### src/rtl/scan_chain_ctrl.sv
`default_nettype none
// ============================================================================
//  Module   : scan_chain_ctrl
//  Purpose  : Sequencer for one scan chain of set-capable scan flops.
//             Shifts a pattern in, pulses one capture cycle, and shifts the
//             captured response out into a parallel register. It can also
//             hold the chain's active-low set low for a fixed window, followed
//             by one recovery cycle.
//  Ports    : ck      - shared rising-edge clock (controller and chain)
//             rst     - synchronous active-high reset
//             start   - begin load/capture/unload (accepted in IDLE only)
//             preset  - begin chain preset (accepted in IDLE, wins over start)
//             abort   - cancel any activity, return to IDLE
//             pat_in  - pattern; bit i ends up in cell i (cell 0 nearest SI)
//             so      - Q of the last cell in the chain
//             se_o    - scan enable to all cells
//             si_o    - serial data into cell 0
//             sn_o    - active-low set to all cells
//             busy    - high in any non-IDLE state
//             done    - one-cycle pulse when resp is valid
//             resp    - unloaded response; bit i is what cell i captured
//  Revision : 1.0 - initial release
// ============================================================================
module scan_chain_ctrl #(
    parameter int CHAIN_LEN  = 8,
    parameter int CNT_W      = $clog2(CHAIN_LEN + 1),
    parameter int PRESET_CYC = 2
) (
    input  logic                 ck,
    input  logic                 rst,
    input  logic                 start,
    input  logic                 preset,
    input  logic                 abort,
    input  logic [CHAIN_LEN-1:0] pat_in,
    input  logic                 so,
    output logic                 se_o,
    output logic                 si_o,
    output logic                 sn_o,
    output logic                 busy,
    output logic                 done,
    output logic [CHAIN_LEN-1:0] resp
);

    // The same counter times both the shift phases and the preset window,
    // so it must be wide enough for whichever is longer.
    localparam int c_pre_w = $clog2(PRESET_CYC + 1);
    localparam int c_cnt_w = (CNT_W > c_pre_w) ? CNT_W : c_pre_w;

    localparam logic [c_cnt_w-1:0] c_cnt_zero = '0;
    localparam logic [c_cnt_w-1:0] c_cnt_one  = c_cnt_w'(1);
    localparam logic [c_cnt_w-1:0] c_len_last = c_cnt_w'(CHAIN_LEN - 1);
    localparam logic [c_cnt_w-1:0] c_pre_last = c_cnt_w'(PRESET_CYC - 1);

    localparam logic [2:0] c_st_idle  = 3'd0;
    localparam logic [2:0] c_st_shift = 3'd1;
    localparam logic [2:0] c_st_cap   = 3'd2;
    localparam logic [2:0] c_st_unld  = 3'd3;
    localparam logic [2:0] c_st_fin   = 3'd4;
    localparam logic [2:0] c_st_pre   = 3'd5;
    localparam logic [2:0] c_st_rec   = 3'd6;

    logic [2:0]           r_state;
    logic [c_cnt_w-1:0]   r_cnt;
    logic [CHAIN_LEN-1:0] r_pat;
    logic [CHAIN_LEN-1:0] r_resp;
    logic                 r_se;
    logic                 r_si;
    logic                 r_sn;
    logic                 r_busy;
    logic                 r_done;

    logic [2:0]           w_state_nxt;
    logic [c_cnt_w-1:0]   w_cnt_nxt;
    logic                 w_se_nxt;
    logic                 w_si_nxt;
    logic                 w_sn_nxt;
    logic                 w_busy_nxt;
    logic                 w_done_nxt;
    logic                 w_accept_start;

    // Outputs are computed for the state being entered and registered, so
    // every pin changes only on the clock edge.
    always_comb begin
        w_state_nxt    = r_state;
        w_cnt_nxt      = r_cnt;
        w_se_nxt       = 1'b0;
        w_si_nxt       = 1'b0;
        w_sn_nxt       = 1'b1;
        w_busy_nxt     = 1'b0;
        w_done_nxt     = 1'b0;
        w_accept_start = 1'b0;

        if (abort) begin
            w_state_nxt = c_st_idle;
            w_cnt_nxt   = c_cnt_zero;
        end else begin
            case (r_state)
                c_st_idle: begin
                    if (preset) begin
                        w_state_nxt = c_st_pre;
                        w_cnt_nxt   = c_cnt_zero;
                        w_sn_nxt    = 1'b0;
                        w_busy_nxt  = 1'b1;
                    end else if (start) begin
                        w_state_nxt    = c_st_shift;
                        w_cnt_nxt      = c_cnt_zero;
                        w_se_nxt       = 1'b1;
                        w_si_nxt       = pat_in[CHAIN_LEN-1];
                        w_busy_nxt     = 1'b1;
                        w_accept_start = 1'b1;
                    end
                end
                c_st_shift: begin
                    w_busy_nxt = 1'b1;
                    if (r_cnt == c_len_last) begin
                        w_state_nxt = c_st_cap;
                        w_cnt_nxt   = c_cnt_zero;
                    end else begin
                        w_cnt_nxt = r_cnt + c_cnt_one;
                        w_se_nxt  = 1'b1;
                        // r_pat is kept pre-shifted so its MSB is the next bit.
                        w_si_nxt  = r_pat[CHAIN_LEN-1];
                    end
                end
                c_st_cap: begin
                    w_state_nxt = c_st_unld;
                    w_cnt_nxt   = c_cnt_zero;
                    w_se_nxt    = 1'b1;
                    w_busy_nxt  = 1'b1;
                end
                c_st_unld: begin
                    if (r_cnt == c_len_last) begin
                        w_state_nxt = c_st_fin;
                        w_cnt_nxt   = c_cnt_zero;
                        w_done_nxt  = 1'b1;
                    end else begin
                        w_cnt_nxt  = r_cnt + c_cnt_one;
                        w_se_nxt   = 1'b1;
                        w_busy_nxt = 1'b1;
                    end
                end
                c_st_fin: begin
                    w_state_nxt = c_st_idle;
                    w_cnt_nxt   = c_cnt_zero;
                end
                c_st_pre: begin
                    w_busy_nxt = 1'b1;
                    if (r_cnt == c_pre_last) begin
                        // Recovery cycle: set released, no shift edge yet.
                        w_state_nxt = c_st_rec;
                        w_cnt_nxt   = c_cnt_zero;
                    end else begin
                        w_cnt_nxt = r_cnt + c_cnt_one;
                        w_sn_nxt  = 1'b0;
                    end
                end
                c_st_rec: begin
                    w_state_nxt = c_st_idle;
                    w_cnt_nxt   = c_cnt_zero;
                end
                default: begin
                    w_state_nxt = c_st_idle;
                    w_cnt_nxt   = c_cnt_zero;
                end
            endcase
        end
    end

    always_ff @(posedge ck) begin
        if (rst) begin
            r_state <= c_st_idle;
            r_cnt   <= c_cnt_zero;
            r_se    <= 1'b0;
            r_si    <= 1'b0;
            r_sn    <= 1'b1;
            r_busy  <= 1'b0;
            r_done  <= 1'b0;
        end else begin
            r_state <= w_state_nxt;
            r_cnt   <= w_cnt_nxt;
            r_se    <= w_se_nxt;
            r_si    <= w_si_nxt;
            r_sn    <= w_sn_nxt;
            r_busy  <= w_busy_nxt;
            r_done  <= w_done_nxt;
        end
    end

    // Pattern shift register: the MSB is driven straight onto si_o at
    // acceptance, so the stored copy starts one position ahead.
    always_ff @(posedge ck) begin
        if (rst) begin
            r_pat <= '0;
        end else if (w_accept_start) begin
            r_pat <= pat_in << 1;
        end else if (r_state == c_st_shift) begin
            r_pat <= r_pat << 1;
        end
    end

    // During unload cycle j the chain's last cell holds what cell N-1-j
    // captured; store it on the closing edge of that cycle.
    always_ff @(posedge ck) begin
        if (rst) begin
            r_resp <= '0;
        end else if (r_state == c_st_unld && !abort) begin
            for (int i = 0; i < CHAIN_LEN; i++) begin
                if (r_cnt == c_cnt_w'(CHAIN_LEN - 1 - i)) begin
                    r_resp[i] <= so;
                end
            end
        end
    end

    assign se_o = r_se;
    assign si_o = r_si;
    assign sn_o = r_sn;
    assign busy = r_busy;
    assign done = r_done;
    assign resp = r_resp;

endmodule
`default_nettype wire

### config.mk
export PLATFORM = sky130hd
export DESIGN_NAME = scan_chain_ctrl
export DESIGN_NICKNAME = d
export VERILOG_FILES = /design/src/rtl/scan_chain_ctrl.sv
export SDC_FILE = /design/constraint.sdc
export NUM_CORES = 1
export LEC_CHECK = 0
export ABC_AREA = 1
export BUFFER_PORTS_ARGS = -buffer_cell sky130_fd_sc_hd__buf_4
export CAP_MARGIN = 20
export CORE_MARGIN = 5
export CORE_UTILIZATION = 60
export CTS_BUF_LIST = sky130_fd_sc_hd__clkbuf_4 sky130_fd_sc_hd__clkbuf_8
export CTS_CLUSTER_SIZE = 40
export DETAILED_ROUTE_END_ITERATION = 12
export MAX_ROUTING_LAYER = met4
export PLACE_DENSITY = 0.92
export SLEW_MARGIN = 30
export SYNTH_ARGS = -nofsm -noshare
export SYNTH_HDL_FRONTEND = slang
export SYNTH_SLANG_ARGS = --single-unit
### constraint.sdc
create_clock -name ck -period 2.64 [get_ports ck]
set_clock_uncertainty 0.2 [all_clocks]
set_input_delay 0.396 -clock ck [delete_from_list [all_inputs] [get_ports ck]]
set_output_delay 0.396 -clock ck [all_outputs]
set_load 0.02 [all_outputs]
==> results.cfg, run 1 <==
[cts]
cts-buffers-inserted = 3
cts_root_buffer = clkbuf_4
cts_max_path_buffers = 2
clk_latency_ps = 330
cts_repair_resize_count = 0
ctsHoldBuffers = 0
cts_tree = built
cts.sinks = 27
path_clk_slew_ps = 140
post_cts_buffers = 0
htree_num_levels = 1

[setup_path]
startpoint_type = register
crit_path_max_fanout = 6
cpMaxStageDelayCell = dfxtp_1
worstSetupPathType = register to register
path_buf_inv = 2
crit_chain = ha_1 -> nand2_1 -> nor2_1 -> inv_1 -> nand2_1 -> nand2_1 -> o21ai_0 -> inv_1
crit_family = simple AND/OR/NAND/NOR gates
cp.required_ps = 2680
r2r-start = r_cnt[0]
cp-end-kind = register
reg2reg_slack_ps = 860
path_common_cell = nand2_1
slowest_delay_ps = 440
r2r_end = r_cnt[0]
ff2ff_path_depth = 8
cp.arrival_ps = 1820
crit_start = r_cnt[0]

[logic_synthesis]
synthesis.nets = 219
synth_seq_cells = 27
ys_warn_count = 0
seq_area_frac_synth_pct = 40.1
synthDistinctLibCells = 22
syn_area_per_cell_sq_um = 6.71
syn-cell-area_sq_um = 1350
syn_inst = 201

[routing]
first_iter_violations = 38
vias = 1287
detail_route.drc_violations = 0
drtPass1Iterations = 4
wl_per_cell_um = 10.9
viasPerCell = 5.01
wirelength_um = 2790
final_antenna_net_count = 0

[sta]
rsz0062_at_grt = no
finalSetupViolations = 0
fin_crit_sh_pct = 67.3
tns_ps = 0
min_period_ps = 1780
hold_viol = 0
slew_headroom_pct = 78.1
worst-slew-pin-transition_ps = 328
max_freq_mhz = 562
maxSlewViolCount = 0

[run]
maxCapViolations = 0

[floorplan]
start_util_pct = 62.2
ioPinCount = 27
die_area_sq_um = 3300
die_h_um = 57.4
dieWidth_um = 57.4
core_sq_um = 2170
rows = 17

[min_path]
holdCritPathClass = input port to register
hold_depth = 2
holdPathEnd = resp[0]
holdCritStartpoint = rst

[finish]
diodes = 0
final_nets = 248
final.fill_count = 190
drive_above_1_share_pct = 15.3
synthToLayoutAreaGrowth_pct = 17.9
final_cell_count_no_fill = 257

[grt]
grt_overflow_total = 0
grt_pass1_wl_um = 4700
grt_pass1_vias = 1155
grt_start_max_net_pins = 16
antenna_found_initial = 0
grt_usage_pct = 18.0

[placement]
dp_cells = 253
hpwlAfterDp_um = 2160
place_congestion = 0.956
port_buffers = 26

[power]
powerDensity_nw_per_um2 = 448
p_total_uw = 712
leakagePower_nw = 0.775
irDropWorstVdd_v = 0.000343

[status]
status = finished, final reports clean
per-stage QoR:
step	setup slack, ps	cell area [sq um]	hold slack [ps]	utilization (%)
after floorplan	1080	1350	251	-
final	862	1590	58.2	73.3
after CTS	871	1590	54.2	73.3
after global placement	983	1560	261	72.0
after detailed placement	914	1560	267	72.0
after global routing	727	1590	58.0	73.3
logic make-up (layout without fill, tap and decap cells):
logic type	Yosys count	in the layout	synth area share [%]
buffers and inverters	26	54	7.88
xor gates and xnor gates	2	2	1.30
AOI/OAI and AO/OA	19	19	7.70
and+or+nand+nor	123	123	39.3
DFF	27	27	40.1
adders and majority gates	4	4	3.71
report_power, final:
group / leakage (nW) / switching, mW / internal (mW) / total (mW)
clock network: 0.0177 / 0.123 / 0.0569 / 0.180
logic: 0.538 / 0.0618 / 0.0409 / 0.103
registers: 0.219 / 0.00931 / 0.420 / 0.429
total: 0.775 / 0.194 / 0.518 / 0.712
flip-flops by register name (all words and copies together), names as in the netlist:
register  cells
done          1
r_cnt         4
se_o          1
resp          8
r_pat         7
busy          1
sn_o          1
r_state       3
si_o          1
area by class of cell:
type / count / area (sq um) / area share [%]
tap: 28 / 35.0 / 2.20
clock buffer: 3 / 22.5 / 1.42
clock inverter: 1 / 5.00 / 0.315
multi-input combinational: 148 / 702 / 44.1
timing repair buffer: 26 / 195 / 12.3
sequential: 27 / 541 / 34.0
inverter: 24 / 90.1 / 5.66
layout by cell type (no fill, tap or decap), types with 4 or more instances in the layout:
master   synthesis  layout
nor3_1           4       4
buf_4            0      26
o21ai_0          5       5
a21oi_1         10      10
dfxtp_1         27      27
ha_1             4       4
nand2_1         58      58
nand3_1         18      18
nor2_1          33      33
inv_1           24      24
worst max-delay path by stage:
stage | endpoint | depth (start not counted) | slack (ps)
finish | r_cnt[0] | 8 | 860
floorplan | r_cnt[0] | 8 | 1080
detailed placement | r_cnt[0] | 8 | 910
CTS | r_cnt[0] | 8 | 870
global route | r_cnt[0] | 8 | 730
global placement | r_cnt[0] | 8 | 980
layer usage:
metal  GRT usage (%)  vias to the layer above  routed length [um]  share of wire, %
met5               -                        -                   0                 0
li1                -                      693                   -                 -
met2            29.8                       32                1340                48
met3            2.49                        5                 146               5.2
met4            7.28                        0                  45               1.6
met1            21.8                      557                1260                45
worst register-to-register path: stages, from the launching register on:
cell and delay [ps]:
dfxtp_1 440, ha_1 230, nand2_1 70, nor2_1 210
inv_1 90, nand2_1 150, nand2_1 80, o21ai_0 170
inv_1 50
cells in the mapped netlist (all sizes together):
library cell,instances,area (sq um)
dfxtp,27,541
o21ai,5,25.0
ha,4,50.1
o211ai,1,7.51
nand4,3,18.8
xor2,2,17.5
nand3,19,100
nand2,59,224
a22oi,1,7.51
inv,24,90.1
a21oi,10,50.1
nor2,36,153
a31oi,1,6.26
buf,2,16.3
o31ai,1,7.51
nand3b,2,15.0
nor3,4,20.0
Power figures use the tool's default switching activity.
==> inputs of run 2 (changes only) <==
--- a/config.mk
+++ b/config.mk
@@ -5,16 +5,17 @@
 export SDC_FILE = /design/constraint.sdc
 export NUM_CORES = 1
 export LEC_CHECK = 0
-export ABC_AREA = 1
+export ABC_AREA = 0
 export BUFFER_PORTS_ARGS = -buffer_cell sky130_fd_sc_hd__buf_4
 export CAP_MARGIN = 20
+export CORE_ASPECT_RATIO = 0.5
 export CORE_MARGIN = 5
-export CORE_UTILIZATION = 60
+export CORE_UTILIZATION = 50
 export CTS_BUF_LIST = sky130_fd_sc_hd__clkbuf_4 sky130_fd_sc_hd__clkbuf_8
 export CTS_CLUSTER_SIZE = 40
 export DETAILED_ROUTE_END_ITERATION = 12
 export MAX_ROUTING_LAYER = met4
-export PLACE_DENSITY = 0.92
+export PLACE_DENSITY = 0.83
 export SLEW_MARGIN = 30
 export SYNTH_ARGS = -nofsm -noshare
 export SYNTH_HDL_FRONTEND = slang
==> constraint.sdc (replaced) <==
create_clock -name ck -period 1.5 [get_ports ck]
set_clock_uncertainty 0.2 [all_clocks]
set_input_delay 0.225 -clock ck [delete_from_list [all_inputs] [get_ports ck]]
set_output_delay 0.225 -clock ck [all_outputs]
set_load 0.02 [all_outputs]
==> results.cfg, run 2 <==
[status]
status = complete, but fails checks
violations = setup timing

[min_path]
hold_depth = 3
holdCritStartpoint = pat_in[0]
holdPathEnd = r_pat[1]
holdCritPathClass = input port to register

[sta]
fin_crit_sh_pct = 131
maxSlewViolCount = 0
fin_ws_ps = -467
rsz0062_at_grt = yes
slew_headroom_pct = 68.2
whs_ps = 44.0
finalSetupViolations = 24
max_freq_mhz = 508
min_period_ps = 1970
tns_ps = -5240
hold_viol = 0
worst-slew-pin-transition_ps = 475

[finish]
final_common_cell = buf_4
final_util_pct = 86.5
largest_reg_flops = 8
final_cell_count_no_fill = 257
drive_above_1_share_pct = 58.2
diodes = 0
design_area_sq_um = 2210
synthToLayoutAreaGrowth_pct = 67.3
final_nets = 239
layout_common_cells = buf_4 (57), dfxtp_1 (20), nand2_1 (18), nor2_1 (15), nand3_2 (10)

[floorplan]
ioPinCount = 27
core_sq_um = 2550
die_area_sq_um = 3830
die_h_um = 46.3
rows = 13
dieWidth_um = 82.7
start_util_pct = 51.7

[routing]
final_antenna_net_count = 0
viasPerCell = 6.45
first_iter_violations = 141
wirelength_um = 5900
wl_per_cell_um = 22.9
drtPass1Iterations = 5
detail_route.drc_violations = 0
vias = 1658

[setup_path]
crit_path_max_fanout = 6
r2r-start = r_state[1]
ff2ff_path_depth = 4
cp.required_ps = 1450
worstSetupPathType = register to register
reg2reg_slack_ps = -470
cp.arrival_ps = 1920
r2r_end = r_pat[2]
startpoint_type = register
cp-end-kind = register

[placement]
place_congestion = 0.792
port_buffers = 26
dp_cells = 234
hpwlAfterDp_um = 2320
placed_area_sq_um = 1720

[grt]
grt_pass1_vias = 1602
antenna_found_initial = 0
grt_usage_pct = 28.9
grt_pass1_wl_um = 7890
grt_overflow_total = 0
grt_start_max_net_pins = 18

[logic_synthesis]
seq_area_frac_synth_pct = 40.9
yosys.cell_count.top_type = dfxtp_1
ys_warn_count = 0
synth.top_cell.area_share_pct = 40.9
synth_edf_count = 0
synthDistinctLibCells = 34
synth_area_leaders = dfxtp_1 (41%), nor2_1 (6.5%), mux2i_1 (6.1%)
synthesis.nets = 178
yosysTopAreaCell = dfxtp_1
syn_inst = 160
synth_seq_cells = 27
syn_area_per_cell_sq_um = 8.25
synthFlopType = dfxtp_1
synth_common_cells = dfxtp_1 (27), nor2_1 (23), nand2_1 (20)
syn-cell-area_sq_um = 1320
async_reset_ff_share_pct = 0

[cts]
clk_latency_ps = 280
cts.sinks = 27
ctsHoldBuffers = 0
cts_root_buffer = clkbuf_8
htree_num_levels = 1
cts-buffers-inserted = 3
path_clk_slew_ps = 90
cts_max_path_buffers = 2
cts_tree = built

[run]
maxCapViolations = 0

[power]
leakagePower_nw = 0.906
irDropWorstVdd_v = 0.000343
powerDensity_nw_per_um2 = 685
-- run 2: timing repair --
| item | 4_1_cts | 5_1_grt |
|---|---|---|
| buffers inserted | 14 | 5 |
| setup endpoints to repair | 25 | 27 |
| cloned | 2 | 0 |
| gates resized for setup | 34 | 35 |
| pin swaps | 21 | 14 |
-- run 2: kinds of logic after synthesis --
| group | share of synthesized area, % |
|---|---|
| simple gates | 28.4 |
| compound gates | 16.2 |
| flops | 40.9 |
| buf+inv | 4.55 |
| mux | 6.07 |
| fa+ha+maj | 3.79 |
-- run 2: cell type report --
| type | instances | area, sq um |
|---|---|---|
| Timing Repair Buffer | 66 | 527 |
| Clock buffer | 4 | 48.8 |
| Tap cell | 37 | 46.3 |
| Inverter | 3 | 13.8 |
| Multi-Input combinational cell | 120 | 1020 |
| Fill cell | 97 | 345 |
| Sequential cell | 27 | 554 |
-- run 2: worst max-delay path by stage --
stage,endpoint,slack (ps),from
floorplan,r_pat[1],-270,r_state[1]
global placement,r_pat[7],-320,preset
detailed placement,r_pat[7],-340,preset
CTS,r_pat[7],-270,r_state[1]
global route,r_pat[2],-460,r_state[1]
finish,r_pat[2],-470,r_state[1]
-- run 2: per-stage QoR --
stage          total power, mW  worst slack (ps)
3_3_place_gp             0.947              -316
4_1_cts                   1.43              -267
2_1_floorplan            0.871              -270
3_5_place_dp             0.952              -338
5_1_grt                   1.56              -459
6_report                  1.51              -467
-- run 2: report_power, final --
part           internal, mW  switching [mW]  leakage, nW  total [mW]
Clock                 0.209           0.236       0.0262       0.445
Combinational         0.148           0.172        0.657       0.319
Sequential            0.733          0.0148        0.223       0.747
-- run 2: layer usage --
metal  up-vias  global-route usage, %  share of wire, %
met5         -                      -                 0
met4         0                   15.6               4.3
met3        36                   5.86                11
met2       149                   51.0                46
met1       789                   31.3                39
li1        684                      -                 -
-- run 2: worst max-delay path, stage by stage (launching register included) --
cell,delay (ps)
dfxtp_2,330
or4_4,530
or3_4,430
nor2_2,250
a311oi_4,90
==> inputs of run 3 (changes only) <==
--- a/config.mk
+++ b/config.mk
@@ -8,9 +8,11 @@
 export ABC_AREA = 0
 export BUFFER_PORTS_ARGS = -buffer_cell sky130_fd_sc_hd__buf_4
 export CAP_MARGIN = 20
+export CELL_PAD_IN_SITES_DETAIL_PLACEMENT = 1
+export CELL_PAD_IN_SITES_GLOBAL_PLACEMENT = 1
 export CORE_ASPECT_RATIO = 0.5
 export CORE_MARGIN = 5
-export CORE_UTILIZATION = 50
+export CORE_UTILIZATION = 37
 export CTS_BUF_LIST = sky130_fd_sc_hd__clkbuf_4 sky130_fd_sc_hd__clkbuf_8
 export CTS_CLUSTER_SIZE = 40
 export DETAILED_ROUTE_END_ITERATION = 12
==> results.cfg, run 3 (synthesis results as in run 2) <==
[status]
status = complete, but fails checks
violations = setup timing

[sta]
hold_viol = 0
maxSlewViolCount = 0
worst-slew-pin-transition_ps = 604
min_period_ps = 1900
rsz0062_at_grt = yes
fin_crit_sh_pct = 127
slew_headroom_pct = 59.6
max_freq_mhz = 527
finalSetupViolations = 26
fin_ws_ps = -398

[finish]
final_nets = 241
layout_common_cells = buf_4 (60), dfxtp_1 (21), nand2_1 (18), nor2_1 (15), nand3_2 (9)
synthToLayoutAreaGrowth_pct = 68.2
final.fill_count = 386
final_cell_count_no_fill = 273
diodes = 0
drive_above_1_share_pct = 56.8
final_common_cell = buf_4
largest_reg_flops = 8
final_util_pct = 64.6

[power]
intPower_mw = 1.08
irDropWorstVdd_v = 0.000363
pwr-share-seq_pct = 49.4
p_sw_share_pct = 28.3
clkPwrFrac_pct = 30.1
p_switching_uw = 428
powerDensity_nw_per_um2 = 681
leakagePower_nw = 0.903
power_frac_comb_pct = 20.5
p_total_mw = 1.51

[setup_path]
crit_path_max_fanout = 3
crit_chain = or4_4 -> buf_6 -> nor3_2 -> buf_4 -> a22oi_1 -> a21oi_1
cp.arrival_ps = 1890
path_buf_inv = 2
slowest_delay_ps = 550
worstSetupPathType = register to register
crit_family = simple AND/OR/NAND/NOR gates
reg2reg_slack_ps = -400
cpMaxStageDelayCell = or4_4
startpoint_type = register
cp-end-kind = register
cp.required_ps = 1500

[min_path]
holdCritPathClass = input port to register

[cts]
cts-buffers-inserted = 3
cts.sinks = 27
cts_root_buffer = clkbuf_8
htree_num_levels = 1
cts_max_path_buffers = 2
cts_tree = built
clk_latency_ps = 280
path_clk_slew_ps = 100

[routing]
detail_route.drc_violations = 0
wl_per_cell_um = 22.7
drtPass1Iterations = 4
viasPerCell = 5.66
final_antenna_net_count = 0
first_iter_violations = 65
wirelength_um = 6200
vias = 1544

[grt]
grt_pass1_vias = 1542
grt_pass1_wl_um = 8160
grt_overflow_total = 0
antenna_found_initial = 0
grt_start_max_net_pins = 18
grt_usage_pct = 22.7

[placement]
hpwlAfterDp_um = 2780
port_buffers = 26
dp_cells = 251
place_congestion = 0.794
pre_cts_slack_ps = -349

[floorplan]
dieWidth_um = 94.5
core_sq_um = 3430
die_h_um = 52.2
start_util_pct = 38.4
die_area_sq_um = 4930
ioPinCount = 27
rows = 15

[run]
maxCapViolations = 0
run 3: cell count changes in the layout (fill, tap and decap cells not counted), moves of 2 or more:
| cell | before | now |
|---|---|---|
| buf_6 | 7 | 5 |
| nand3_4 | 0 | 2 |
| buf_4 | 57 | 60 |
| nor2b_4 | 2 | 0 |
| nor2b_1 | 2 | 4 |
run 3: tightest hold or removal path, cell delays in order:
cell and delay [ps]:
buf_4 110, nor2_2 100, a311oi_2 50
run 3: area by class of cell:
class / count / area [sq um] / area share, %
Inverter: 3 / 13.8 / 0.620
Multi-Input combinational cell: 120 / 993 / 44.8
Clock buffer: 4 / 48.8 / 2.20
Tap cell: 51 / 63.8 / 2.87
Sequential cell: 27 / 553 / 24.9
Timing Repair Buffer: 68 / 547 / 24.6
run 3: metal layers:
metal / up-vias / track usage, % / part of all wire (%)
met5: - / - / 0
met4: 0 / 7.18 / 3.0
met3: 21 / 5.02 / 4.2
met2: 65 / 39.2 / 48
met1: 774 / 26.8 / 44
li1: 684 / - / -
run 3: worst paths after layout:
path / start / endpoint / cells after the start
hold reg to reg: r_pat[1] / r_pat[1] / 2
setup / recovery: r_state[1] / r_pat[6] / 6
setup reg to reg: r_state[1] / r_pat[6] / 6
hold / removal: pat_in[3] / r_pat[4] / 3
run 3: timing repair:
item | 4_1_cts | 5_1_grt
cloned | 1 | 0
endpoints found under the setup margin | 26 | 27
hold buffers | 1 | 0
pin swaps | 10 | 28
gates resized for setup | 30 | 32
setup buffers | 9 | 7
endpoints found under the hold margin | 1 | 0
run 3: metrics by stage:
step | hold slack [ps] | cell area, sq um | setup TNS [ps]
floorplan | 161 | 1370 | -1900
finish | 56.5 | 2220 | -6550
global route | 70.1 | 2220 | -7800
global placement | 256 | 1760 | -3980
detailed placement | 273 | 1760 | -4460
CTS | 33.5 | 2020 | -3120
run 3: power groups by stage:
stage | clock [mW] | sequential (mW) | combinational [mW]
after floorplan | 0 | 0.769 | 0.102
after global placement | 0 | 0.761 | 0.194
after detailed placement | 0 | 0.761 | 0.201
after CTS | 0.457 | 0.743 | 0.253
after global routing | 0.477 | 0.748 | 0.324
final | 0.456 | 0.747 | 0.309
